### config.mk
export PLATFORM = sky130hd
export DESIGN_NAME = riscv_v_bw_reduct_acc
export DESIGN_NICKNAME = d
export VERILOG_FILES = /design/src/rtl/riscv_v_pkg.sv /design/src/rtl/riscv_v_bw_fold.sv /design/src/rtl/riscv_v_bw_reduct_acc.sv
export SDC_FILE = /design/constraint.sdc
export NUM_CORES = 1
export LEC_CHECK = 0
export CAP_MARGIN = 25
export CORE_AREA = 2 2 171 173
export CTS_BUF_LIST = sky130_fd_sc_hd__clkbuf_4 sky130_fd_sc_hd__clkbuf_8 sky130_fd_sc_hd__clkbuf_16
export DETAILED_ROUTE_END_ITERATION = 12
export DIE_AREA = 0 0 173 175
export GPL_TIMING_DRIVEN = 0
export PLACE_DENSITY = 0.87
export SLEW_MARGIN = 40
export SYNTH_ARGS = -nofsm -noshare
export SYNTH_HDL_FRONTEND = slang
export SYNTH_SLANG_ARGS = --single-unit
### constraint.sdc
create_clock -name clk -period 11.4 [get_ports clk]
set_input_delay 2.28 -clock clk [delete_from_list [all_inputs] [get_ports clk]]
set_output_delay 2.28 -clock clk [all_outputs]
set_load 0.02 [all_outputs]
### src/rtl/riscv_v_pkg.sv
// Shared types and helpers for the vector bitwise reduction path.
// Ops, one-hot element sizes, identity bytes and the osize mask.
package riscv_v_pkg;

    typedef enum logic [1:0] {
        BW_AND  = 2'b00,
        BW_OR   = 2'b01,
        BW_XOR  = 2'b10,
        BW_RSVD = 2'b11
    } bw_op_t;

    // One-hot: [0]=8b [1]=16b [2]=32b [3]=64b
    typedef logic [3:0] osize_vector_t;

    localparam logic [7:0] BW_IDENT_AND   = 8'hFF;
    localparam logic [7:0] BW_IDENT_ORXOR = 8'h00;

    function automatic logic [63:0] osize_mask(osize_vector_t osize);
        logic [63:0] m;
        if (osize[0])      m = 64'h0000_0000_0000_00FF;
        else if (osize[1]) m = 64'h0000_0000_0000_FFFF;
        else if (osize[2]) m = 64'h0000_0000_FFFF_FFFF;
        else               m = 64'hFFFF_FFFF_FFFF_FFFF;
        return m;
    endfunction

    // Reserved encoding behaves as XOR.
    function automatic logic [63:0] bw_apply(bw_op_t op,
                                             logic [63:0] a,
                                             logic [63:0] b);
        logic [63:0] r;
        case (op)
            BW_AND:  r = a & b;
            BW_OR:   r = a | b;
            default: r = a ^ b;
        endcase
        return r;
    endfunction

endpackage

### src/rtl/riscv_v_bw_fold.sv
// Folds one beat to a single osize element: inactive bytes become the
// op identity, then 64b chunks and halves are combined with the op.
module riscv_v_bw_fold
    import riscv_v_pkg::*;
#(
    parameter int DATA_WIDTH = 128
) (
    input  bw_op_t                    op_i,
    input  osize_vector_t             osize_i,
    input  logic [DATA_WIDTH-1:0]     data_i,
    input  logic [DATA_WIDTH/8-1:0]   byte_valid_i,
    output logic [63:0]               fold_o
);

    localparam int NB = DATA_WIDTH / 8;
    localparam int NW = DATA_WIDTH / 64;

    logic [7:0]            ident;
    logic [DATA_WIDTH-1:0] subst;
    logic [63:0]           r64;
    logic [63:0]           t32;
    logic [63:0]           t16;
    logic [63:0]           t8;

    always_comb begin
        ident = (op_i == BW_AND) ? BW_IDENT_AND : BW_IDENT_ORXOR;
        subst = '0;
        for (int b = 0; b < NB; b++) begin
            subst[b*8 +: 8] = byte_valid_i[b] ? data_i[b*8 +: 8] : ident;
        end
    end

    always_comb begin
        r64 = subst[63:0];
        for (int w = 1; w < NW; w++) begin
            r64 = bw_apply(op_i, r64, subst[w*64 +: 64]);
        end
    end

    always_comb begin
        t32 = bw_apply(op_i, {32'h0, r64[63:32]}, {32'h0, r64[31:0]});
        t16 = bw_apply(op_i, {48'h0, t32[31:16]}, {48'h0, t32[15:0]});
        t8  = bw_apply(op_i, {56'h0, t16[15:8]},  {56'h0, t16[7:0]});
    end

    always_comb begin
        if (osize_i[0])      fold_o = {56'h0, t8[7:0]};
        else if (osize_i[1]) fold_o = {48'h0, t16[15:0]};
        else if (osize_i[2]) fold_o = {32'h0, t32[31:0]};
        else                 fold_o = r64;
    end

endmodule

### src/rtl/riscv_v_bw_reduct_acc.sv
// Multi-beat accumulator for vredand/vredor/vredxor: folds streamed beats
// plus the vs1[0] seed into one scalar and hands it to writeback.
module riscv_v_bw_reduct_acc
    import riscv_v_pkg::*;
#(
    parameter int DATA_WIDTH = 128,
    parameter int CNT_WIDTH  = 8
) (
    input  logic                    clk,
    input  logic                    rst_n,
    input  logic                    start_valid,
    output logic                    start_ready,
    input  logic [1:0]              start_op,
    input  logic [3:0]              start_osize,
    input  logic [CNT_WIDTH-1:0]    start_beats,
    input  logic [63:0]             start_seed,
    input  logic                    in_valid,
    output logic                    in_ready,
    input  logic [DATA_WIDTH-1:0]   in_data,
    input  logic [DATA_WIDTH/8-1:0] in_byte_valid,
    input  logic                    in_last,
    output logic                    out_valid,
    input  logic                    out_ready,
    output logic [63:0]             out_data,
    output logic                    out_err,
    output logic                    busy
);

    typedef enum logic [1:0] {
        S_IDLE = 2'b00,
        S_ACC  = 2'b01,
        S_DONE = 2'b10
    } state_t;

    state_t                 state_q, state_d;
    bw_op_t                 op_q, op_d;
    osize_vector_t          osize_q, osize_d;
    logic [CNT_WIDTH-1:0]   beats_q, beats_d;
    logic [CNT_WIDTH-1:0]   cnt_q, cnt_d;
    logic [63:0]            acc_q, acc_d;
    logic                   err_q, err_d;

    logic [63:0]            fold;
    logic                   cnt_last;

    riscv_v_bw_fold #(
        .DATA_WIDTH (DATA_WIDTH)
    ) u_fold (
        .op_i         (op_q),
        .osize_i      (osize_q),
        .data_i       (in_data),
        .byte_valid_i (in_byte_valid),
        .fold_o       (fold)
    );

    assign cnt_last = (cnt_q == beats_q - CNT_WIDTH'(1));

    always_comb begin
        state_d = state_q;
        op_d    = op_q;
        osize_d = osize_q;
        beats_d = beats_q;
        cnt_d   = cnt_q;
        acc_d   = acc_q;
        err_d   = err_q;
        unique case (state_q)
            S_IDLE: begin
                if (start_valid) begin
                    op_d    = bw_op_t'(start_op);
                    osize_d = start_osize;
                    beats_d = start_beats;
                    acc_d   = start_seed & osize_mask(start_osize);
                    cnt_d   = '0;
                    err_d   = 1'b0;
                    state_d = (start_beats == '0) ? S_DONE : S_ACC;
                end
            end
            S_ACC: begin
                if (in_valid) begin
                    acc_d = bw_apply(op_q, acc_q, fold) & osize_mask(osize_q);
                    cnt_d = cnt_q + CNT_WIDTH'(1);
                    if (cnt_last || in_last) begin
                        state_d = S_DONE;
                        err_d   = (cnt_last != in_last);
                    end
                end
            end
            S_DONE: begin
                if (out_ready) state_d = S_IDLE;
            end
            default: state_d = S_IDLE;
        endcase
    end

    always_ff @(posedge clk) begin
        if (!rst_n) begin
            state_q <= S_IDLE;
            op_q    <= BW_AND;
            osize_q <= '0;
            beats_q <= '0;
            cnt_q   <= '0;
            acc_q   <= '0;
            err_q   <= 1'b0;
        end else begin
            state_q <= state_d;
            op_q    <= op_d;
            osize_q <= osize_d;
            beats_q <= beats_d;
            cnt_q   <= cnt_d;
            acc_q   <= acc_d;
            err_q   <= err_d;
        end
    end

    always_comb begin
        start_ready = (state_q == S_IDLE);
        in_ready    = (state_q == S_ACC);
        out_valid   = (state_q == S_DONE);
        busy        = (state_q != S_IDLE);
        out_data    = out_valid ? acc_q : 64'h0;
        out_err     = out_valid & err_q;
    end

endmodule

**Yosys cells after proc, flatten, opt, wreduce, memory -nomap -nowiden**

Cells that the tools add are included.
Widths: inputs -> output; s select.

- $add $sub $neg: 2
- Eq/ne operators: 9
- Bitwise operators: 18
- Reductions and logical operators: 10
- Mux-type cells: 54

Operator list:

| operator | number |
|---|---|
| $mux 64 | 18 |
| $pmux 64 s2 | 3 |
| $and 64x64->64 | 4 |
| $mux 8 | 19 |
| $or 64x64->64 | 2 |
| $xor 64x64->64 | 2 |
| $pmux 32 s2 | 1 |
| $and 32x32->32 | 1 |
| $or 32x32->32 | 1 |
| $pmux 16 s2 | 1 |
| $pmux 8 s2 | 2 |
| $xor 32x32->32 | 1 |
| $and 16x16->16 | 1 |
| $or 16x16->16 | 1 |
| $xor 16x16->16 | 1 |
| $mux 2 | 5 |
| $add 8x1->8 const B | 1 |
| $and 8x8->8 | 1 |
| $eq 8x8->1 | 1 |
| $logic_not 8->1 | 1 |
| $or 8x8->8 | 1 |
| $reduce_and 4->1 | 2 |
| $sub 8x1->8 const B | 1 |
| $xor 8x8->8 | 1 |
| 14 further kinds | 21 |

- Word-level logic and storage cells: 100
- Input port bits: 228
- Register bits: 88

**Depth between registers and ports, before layout**

Gate-level depths: netlist of the first run.

- Depth in word-level cells: 19
- Mapped depth: 31
- Gate-level depth less buffers: 28

**Cells and area by module**

From an unflattened synthesis of the first run, not the netlist that was laid out.

- Cells, all modules: 2,285
- Area, all modules: 16,235.6 um^2

Modules (own cells, without submodules):

| module | cells an instance | sequential area each (um^2) | area each (um^2) | instances |
|---|---|---|---|---|
| riscv_v_bw_fold | 1,218 | 0.0 | 8,235.4 | 1 |
| riscv_v_bw_reduct_acc | 1,067 | 1,781.7 | 8,000.2 | 1 |

**Least setup slack after synthesis of the first run**

Ideal clock, no wire load.

- Path type: input to register
- Start: input in_byte_valid[0]
- End: register acc_q[3]
- Cell stages on the path: 24
- Required time: 11.330 ns
- Setup slack: 4.763 ns
- Path buffers: 1
- Setup time: 0.070 ns
- Arrival: 6.567 ns
- Cell sequence: clkbuf_1 > nor2_1 > a21o_1 > inv_1 > ha_1 > and2_1 > o31ai_1 > inv_1 > ha_1 > and2_1 > o31ai_1 > inv_1 > ha_1 > and2_1 > o31ai_1 > inv_1 > ha_1 > a211oi_1 > a21oi_1 > a22o_1 > ha_1 > a211o_1 > a311o_1 > a21boi_1

- Cells in the longest elaborated chain, start to end: 17

Ends and longest elaborated chain:

| element | line | source |
|---|---|---|
| start, declared | riscv_v_bw_reduct_acc.sv:20 | `input logic [DATA_WIDTH/8-1:0] in_byte_valid,` |
| $mux 8 * | riscv_v_bw_fold.sv:29 | `subst[b*8 +: 8] = byte_valid_i[b] ? data_i[b*8 +: 8] : ident;` |
| $xor 64x64->64, or another cell as far along | riscv_v_pkg.sv:35 | `default: r = a ^ b;` |
| $pmux 64 s2 * | riscv_v_pkg.sv:32 | `case (op)` |
| $xor 32x32->32, or another cell as far along | riscv_v_pkg.sv:35 |  |
| $pmux 32 s2 | riscv_v_pkg.sv:32 |  |
| $xor 16x16->16, or another cell as far along | riscv_v_pkg.sv:35 |  |
| $pmux 16 s2 | riscv_v_pkg.sv:32 |  |
| $xor 8x8->8, or another cell as far along | riscv_v_pkg.sv:35 |  |
| $pmux 8 s2 | riscv_v_pkg.sv:32 |  |
| $mux 64 * | riscv_v_bw_fold.sv:47 | `if (osize_i[0]) fold_o = {56'h0, t8[7:0]};` |
| $xor 64x64->64, or another cell as far along | riscv_v_pkg.sv:35 |  |
| $pmux 64 s2 * | riscv_v_pkg.sv:32 |  |
| $mux 64 * | riscv_v_bw_reduct_acc.sv:79 | `if (in_valid) begin` |
| $mux 64 * | riscv_v_bw_reduct_acc.sv:66 | `unique case (state_q)` |
| $and 64x64->64 * | riscv_v_bw_reduct_acc.sv:80 | `acc_d = bw_apply(op_q, acc_q, fold) & osize_mask(osize_q);` |
| $mux 64 * | riscv_v_bw_reduct_acc.sv:79 |  |
| $pmux 64 s2 * | riscv_v_bw_reduct_acc.sv:66 |  |
| end signal, assigned | riscv_v_bw_reduct_acc.sv:102 | `acc_q <= '0;` |
| end signal, assigned | riscv_v_bw_reduct_acc.sv:110 | `acc_q <= acc_d;` |
| end, declared | riscv_v_bw_reduct_acc.sv:40 | `logic [63:0] acc_q, acc_d;` |

Every way passes the cells marked *; elsewhere a longest branch is shown, timed or not. The select of a mux whose other input is x is not followed.
A chain may end at the register's enable or synchronous reset.

**Final worst setup path of the first run**

- Start: input in_byte_valid[14]
- End: register acc_q[2]

- Cells in the longest elaborated chain, start to end: 17

Ends and longest elaborated chain:

| element | line |
|---|---|
| $mux 8 * | riscv_v_bw_fold.sv:29 |
| $xor 64x64->64, or another cell as far along | riscv_v_pkg.sv:35 |
| $pmux 64 s2 * | riscv_v_pkg.sv:32 |
| $xor 32x32->32, or another cell as far along | riscv_v_pkg.sv:35 |
| $pmux 32 s2 * | riscv_v_pkg.sv:32 |
| $xor 16x16->16, or another cell as far along | riscv_v_pkg.sv:35 |
| $pmux 16 s2 * | riscv_v_pkg.sv:32 |
| $xor 8x8->8, or another cell as far along | riscv_v_pkg.sv:35 |
| $pmux 8 s2 | riscv_v_pkg.sv:32 |
| $mux 64 * | riscv_v_bw_fold.sv:47 |
| $xor 64x64->64, or another cell as far along | riscv_v_pkg.sv:35 |
| $pmux 64 s2 * | riscv_v_pkg.sv:32 |
| $mux 64 * | riscv_v_bw_reduct_acc.sv:79 |
| $mux 64 * | riscv_v_bw_reduct_acc.sv:66 |
| $and 64x64->64 * | riscv_v_bw_reduct_acc.sv:80 |
| $mux 64 * | riscv_v_bw_reduct_acc.sv:79 |
| $pmux 64 s2 * | riscv_v_bw_reduct_acc.sv:66 |

Marked as above.

==> flow_summary.yaml, run 1 <==
yosys:
  synthXorXnorAreaFrac_pct: 0.638
  synthFlopType: "dfxtp_1"
  synth_top_family_by_area: "adder cells"
  synth-simple-area-share_pct: 20.6
  syn-instance-count: 2378
  syn_area_per_cell_sq_um: 6.93
  synth_edf_count: 0
  synthAdderAreaFrac_pct: 28.2
  seq_area_frac_synth_pct: 10.7
  ys.warnings.count: 0
  synth_seq_cells: 88
  muxShareOfSynthArea_pct: 2.14
  ys_types: 61
  synth_compound_area_share_pct: 26.0
  syn-num-nets: 2977
  syn_area_sq_mm: 0.0165
  async_flop_share_pct: 0
cts:
  cts_resized: 0
  clk_pin_slew_ps: 80
  holdBufCountCts: 0
  post_cts_buffers: 0
  cts_sinks: 88
  htreeDepth: 3
  cts_root_buf: "clkbuf_16"
  cts_tree: "yes"
  cts_buffer_depth: 2
  clock_latency_ps: 370
  cts_buffers: 9
critical_path:
  rr_worst_depth: 27
  reg2reg_from: "op_q[0]$_SDFFE_PN0P_"
  crit_fanout: 9
  end_kind: "register"
  reg2reg_slack_ps: 3910
  timing.rr.end: "acc_q[6]$_SDFFE_PN0P_"
  worst_setup_path_start_kind: "input pin"
  required_ps: 11690
  cp_data_arrival_time_ps: 8080
  critPathKind: "in -> reg"
floorplanning:
  start_util_pct: 58.0
  dieArea_sq_mm: 0.0303
  fp.dieH_um: 175
  num_rows: 62
  fp.dieW_um: 173
  io_pins: 297
  coreArea_sq_mm: 0.0284
placed_design:
  place_inst: 3040
  dp_hpwl_um: 50400
  dp_worst_setup_slack_ps: 3400
  numPortBuffers: 278
  gp_congestion: 0.987
layout:
  antenna_cells: 0
  finalNetCount: 3266
  synthToLayoutAreaGrowth_pct: 21.8
  layout_commonest_cell: "ha_1"
  mostFrequentLayoutCells: "ha_1, inv_1, clkdlybuf4s50_1"
  multi_input_area_sq_mm: 0.0128
  fillers: 2403
  regArea_sq_mm: 0.00176
  drive_above_1_share_pct: 3.18
  fin_util_pct: 70.7
  instances_no_fill: 3056
timing:
  whs_ps: 499
  relSlewSlack_pct: 34.6
  period_share_pct: 68.3
  fmax_mhz: 128
  tns_ps: 0
  clock_skew_ps: 12.7
  finalHoldViolCount: 0
  setup_ws_ps: 3610
  finalCriticalPeriod_ps: 7790
  rsz0062_at_grt: "no"
  slew_viol_final: 0
  tightestPinTransition_ps: 972
  setup-violations-final: 0
global_route:
  grt_pass1_wl_um: 95600
  overflow: 0
  antenna_found_initial: 3
  grt_max_degree: 18
  grt_pass1_vias: 17500
  grt_usage_pct: 40.2
min_path:
  hold_class: "reg -> reg"
  min_path_cells: 2
  min-delay-start: "beats_q[7]$_SDFFE_PN0P_"
  hold-path-endpoint: "beats_q[7]$_SDFFE_PN0P_"
power_and_ir_drop:
  p_sw_uw: 947
  power_frac_clock_pct: 17.1
  power.density_mw_per_mm2: 95.1
  pwr-share-comb_pct: 63.2
  intPower_uw: 961
  sw_frac_of_total_pct: 49.6
  seqPwrFrac_pct: 19.6
  ir_worst_vdd_mv: 0.0785
  p_leak_nw: 9.40
drt:
  first_iter_violations: 1873
  vias: 18200
  ant_nets: 0
  first_pass_iters: 7
  route.detailed.drc: 0
  wl_per_cell_um: 20.4
  routed_wl_um: 62500
  avgViaCountPerCell: 5.96
outcome:
  status: "complete, no violations"
job:
  maxCapViolations: 0
[synth_stat cells, drive strengths merged, types with 7 or more instances]
library cell	count	area, sq um
a21oi	195	976
a211o	13	114
dfxtp	88	1760
a21boi	28	210
a21o	65	488
a22oi	11	82.6
nand2	212	796
a22o	7	61.3
nand2b	49	307
a211oi	70	526
o31ai	67	503
buf	68	325
mux2i	33	330
and2	161	1010
nor2b	56	350
xnor2	12	105
o211ai	25	188
ha	371	4640
inv	325	1220
nor2	188	706
o21ai	167	836
clkbuf	103	388
a311o	8	80.1
[registers in the layout (all words and copies together), names as in the netlist]
name     count
osize_q      3
acc_q       64
state_q      2
op_q         2
cnt_q        8
beats_q      8
err_q        1
[through the flow]
| stage | power [mW] | area (sq um) |
|---|---|---|
| after global routing | 2.05 | 20100 |
| after global placement | 1.48 | 19700 |
| after CTS | 1.87 | 20100 |
| after floorplan | 1.11 | 16500 |
| after detailed placement | 1.54 | 19800 |
| final | 1.91 | 20100 |
[worst max-delay path by stage]
stage | slack (ps) | end | cells after the start | from
final | 3610 | acc_q[2]$_SDFFE_PN0P_ | 23 | in_byte_valid[14]
after global routing | 3360 | acc_q[2]$_SDFFE_PN0P_ | 24 | in_byte_valid[14]
after CTS | 3770 | acc_q[2]$_SDFFE_PN0P_ | 24 | in_byte_valid[6]
after detailed placement | 3400 | acc_q[2]$_SDFFE_PN0P_ | 24 | in_byte_valid[6]
after global placement | 3670 | acc_q[4]$_SDFFE_PN0P_ | 26 | in_byte_valid[6]
after floorplan | 4760 | acc_q[3]$_SDFFE_PN0P_ | 24 | in_byte_valid[0]
[logic make-up (layout without fill, tap and decap cells)]
group	count (synthesis)	in the layout
and+or+nand+nor	696	696
DFF	88	88
muxes	34	34
adders and majority gates	371	371
AOI/OAI and AO/OA	681	681
xor gates and xnor gates	12	12
buffers and inverters	496	790
[cell type report]
cell class / count / area share (%)
multi-input cells: 1794 / 63.8
repair buffers: 278 / 13.9
flip-flops and latches: 88 / 8.78
inverters: 325 / 6.08
plain buffers: 171 / 3.55
well taps: 384 / 2.39
clock buffers: 9 / 1.12
clock inverters: 7 / 0.424
[critical path: stages]
cell,delay [ps]
clkbuf_1,200
nor2_1,520
a21oi_1,140
ha_1,240
nand2_1,70
o21ai_0,80
o21ai_0,740
inv_1,340
ha_1,280
nor2b_1,110
o31ai_1,160
ha_1,240
and2_1,160
o31ai_1,590
inv_1,110
ha_1,230
a211oi_1,250
a21oi_1,100
a22o_1,260
ha_1,170
a211o_1,310
a311o_1,360
a21boi_1,120
[layer usage]
| metal | global-route usage [%] | vias to the layer above | part of all wire (%) |
|---|---|---|---|
| met5 | 0 | - | 0.029 |
| met4 | 23.1 | 2 | 6.0 |
| met3 | 7.42 | 209 | 9.9 |
| met2 | 65.9 | 1082 | 45 |
| met1 | 49.4 | 8459 | 40 |
| li1 | - | 8466 | - |
[power groups by stage]
| stage | clock network [mW] | logic, mW | registers [mW] |
|---|---|---|---|
| floorplan | 0 | 0.743 | 0.366 |
| global placement | 0 | 1.10 | 0.377 |
| detailed placement | 0 | 1.16 | 0.379 |
| CTS | 0.324 | 1.17 | 0.373 |
| global route | 0.339 | 1.33 | 0.378 |
| finish | 0.326 | 1.21 | 0.375 |
Power figures use the tool's default switching activity.
==> run 2: changes to the inputs <==
--- a/config.mk
+++ b/config.mk
@@ -6,12 +6,12 @@
 export NUM_CORES = 1
 export LEC_CHECK = 0
 export CAP_MARGIN = 25
-export CORE_AREA = 2 2 171 173
+export CORE_AREA = 2 2 175 177
 export CTS_BUF_LIST = sky130_fd_sc_hd__clkbuf_4 sky130_fd_sc_hd__clkbuf_8 sky130_fd_sc_hd__clkbuf_16
 export DETAILED_ROUTE_END_ITERATION = 12
-export DIE_AREA = 0 0 173 175
+export DIE_AREA = 0 0 177 179
 export GPL_TIMING_DRIVEN = 0
-export PLACE_DENSITY = 0.87
+export PLACE_DENSITY = 0.84
 export SLEW_MARGIN = 40
 export SYNTH_ARGS = -nofsm -noshare
 export SYNTH_HDL_FRONTEND = slang
==> constraint.sdc (replaced) <==
create_clock -name clk -period 7.45 [get_ports clk]
set_input_delay 1.49 -clock clk [delete_from_list [all_inputs] [get_ports clk]]
set_output_delay 1.49 -clock clk [all_outputs]
set_load 0.02 [all_outputs]
==> flow_summary.yaml, run 2 (synthesis results as in run 1) <==
layout:
  regMostFlops: "acc_q"
  reg_top3: "acc_q x64, beats_q x8, cnt_q x8"
  antenna_cells: 0
  drive_above_1_share_pct: 3.37
  finalNetCount: 3266
  regArea_sq_mm: 0.00176
  fin_util_pct: 66.9
  largest_reg_flops: 64
  fillers: 2698
  layout_commonest_cell: "ha_1"
  mostFrequentLayoutCells: "ha_1, inv_1, clkdlybuf4s50_1"
  multi_input_area_sq_mm: 0.0128
  synthToLayoutAreaGrowth_pct: 21.9
  final_cell_area_sq_mm: 0.0201
cts:
  clk_pin_slew_ps: 70
  cts_sinks: 88
  cts_tree: "yes"
  cts_buffer_depth: 2
  htreeDepth: 3
  cts_buffers: 9
  cts_root_buf: "clkbuf_16"
  clock_latency_ps: 370
global_route:
  grt_max_degree: 19
  grt_pass1_vias: 17400
  grt_usage_pct: 38.5
  overflow: 0
  antenna_found_initial: 1
  grt_pass1_wl_um: 94000
critical_path:
  worst_setup_path_start_kind: "register"
  critPathKind: "reg -> reg"
  crit_fanout: 10
  cp_data_arrival_time_ps: 7430
  critPathSlowestCell: "o21ai_0"
  critPathMostFrequentCell: "ha_1"
  cp_num_cells: 29
  max_stage_delay_ps: 670
  required_ps: 7750
  crit_buf_inv: 7
  crit_family: "compound AO/OA/AOI/OAI gates"
  end_kind: "register"
  rr_worst_depth: 29
timing:
  tightestPinTransition_ps: 933
  fmax_mhz: 140
  period_share_pct: 95.7
  relSlewSlack_pct: 37.3
  whs_ps: 495
  clock_skew_ps: 11.4
  finalCriticalPeriod_ps: 7130
  slew_viol_final: 0
  finalHoldViolCount: 0
  setup-violations-final: 0
  rsz0062_at_grt: "no"
  tns_ps: 0
min_path:
  min_path_cells: 2
  hold_class: "reg -> reg"
power_and_ir_drop:
  p_leak_nw: 9.41
  ir_worst_vdd_mv: 0.115
  power_mw: 2.89
  power.density_mw_per_mm2: 144
placed_design:
  dp_hpwl_um: 51100
  dpl-instance-area_sq_mm: 0.0198
  numPortBuffers: 278
  gp_congestion: 0.993
drt:
  vias: 18100
  ant_nets: 0
  avgViaCountPerCell: 5.88
  route.detailed.drc: 0
  first_iter_violations: 1821
  first_pass_iters: 8
  wl_per_cell_um: 20.4
  routed_wl_um: 62700
floorplanning:
  fp.dieW_um: 177
  num_rows: 64
  start_util_pct: 54.9
  dieArea_sq_mm: 0.0317
  fp.dieH_um: 179
  coreArea_sq_mm: 0.0300
  io_pins: 297
outcome:
  status: "complete, no violations"
job:
  maxCapViolations: 0
## run 2: final timing paths
check | from | endpoint | slack (ps)
max | op_q[0]$_SDFFE_PN0P_ | acc_q[0]$_SDFFE_PN0P_ | 320
min | beats_q[7]$_SDFFE_PN0P_ | beats_q[7]$_SDFFE_PN0P_ | 490
max reg2reg | op_q[0]$_SDFFE_PN0P_ | acc_q[0]$_SDFFE_PN0P_ | 320
min reg2reg | beats_q[7]$_SDFFE_PN0P_ | beats_q[7]$_SDFFE_PN0P_ | 490
## run 2: tightest hold or removal path, cell delays in order (launching register included)
cell and delay [ps]:
dfxtp_1 330, nand2_1 60, a21boi_0 60
## run 2: cell type report
cell class                      count  area share (%)
Inverter                          325            6.07
Sequential cell                    88            8.77
Clock buffer                        9            1.12
Tap cell                          396            2.47
Multi-Input combinational cell   1794            63.8
Buffer                            171            3.56
Timing Repair Buffer              278            13.9
Clock inverter                      7           0.336
## run 2: per-layer routing
metal,global-route usage [%],vias to the layer above,wire (um)
met5,0,-,0
met4,22.0,0,3590
met3,4.88,177,5400
met2,64.3,934,28400
met1,47.6,8470,25300
li1,-,8469,-
## run 2: power breakdown
| part | switching, mW | internal [mW] | leakage (nW) | total [mW] |
|---|---|---|---|---|
| combinational | 1.16 | 0.687 | 8.54 | 1.85 |
| clock | 0.239 | 0.237 | 0.143 | 0.477 |
| sequential | 0.0532 | 0.518 | 0.723 | 0.571 |
## run 2: through the flow
stage               setup WS [ps]  instances
floorplan                    1600       2378
global placement              374       3052
detailed placement            177       3052
CTS                           143       3068
global route                 42.6       3068
finish                        319       3068
## run 2: repair_timing
action / in CTS / in global routing
endpoints found under the setup margin: 0 / 7
gates resized for setup: 0 / 4
buffers inserted: 0 / 0
hold buffers: 0 / 0
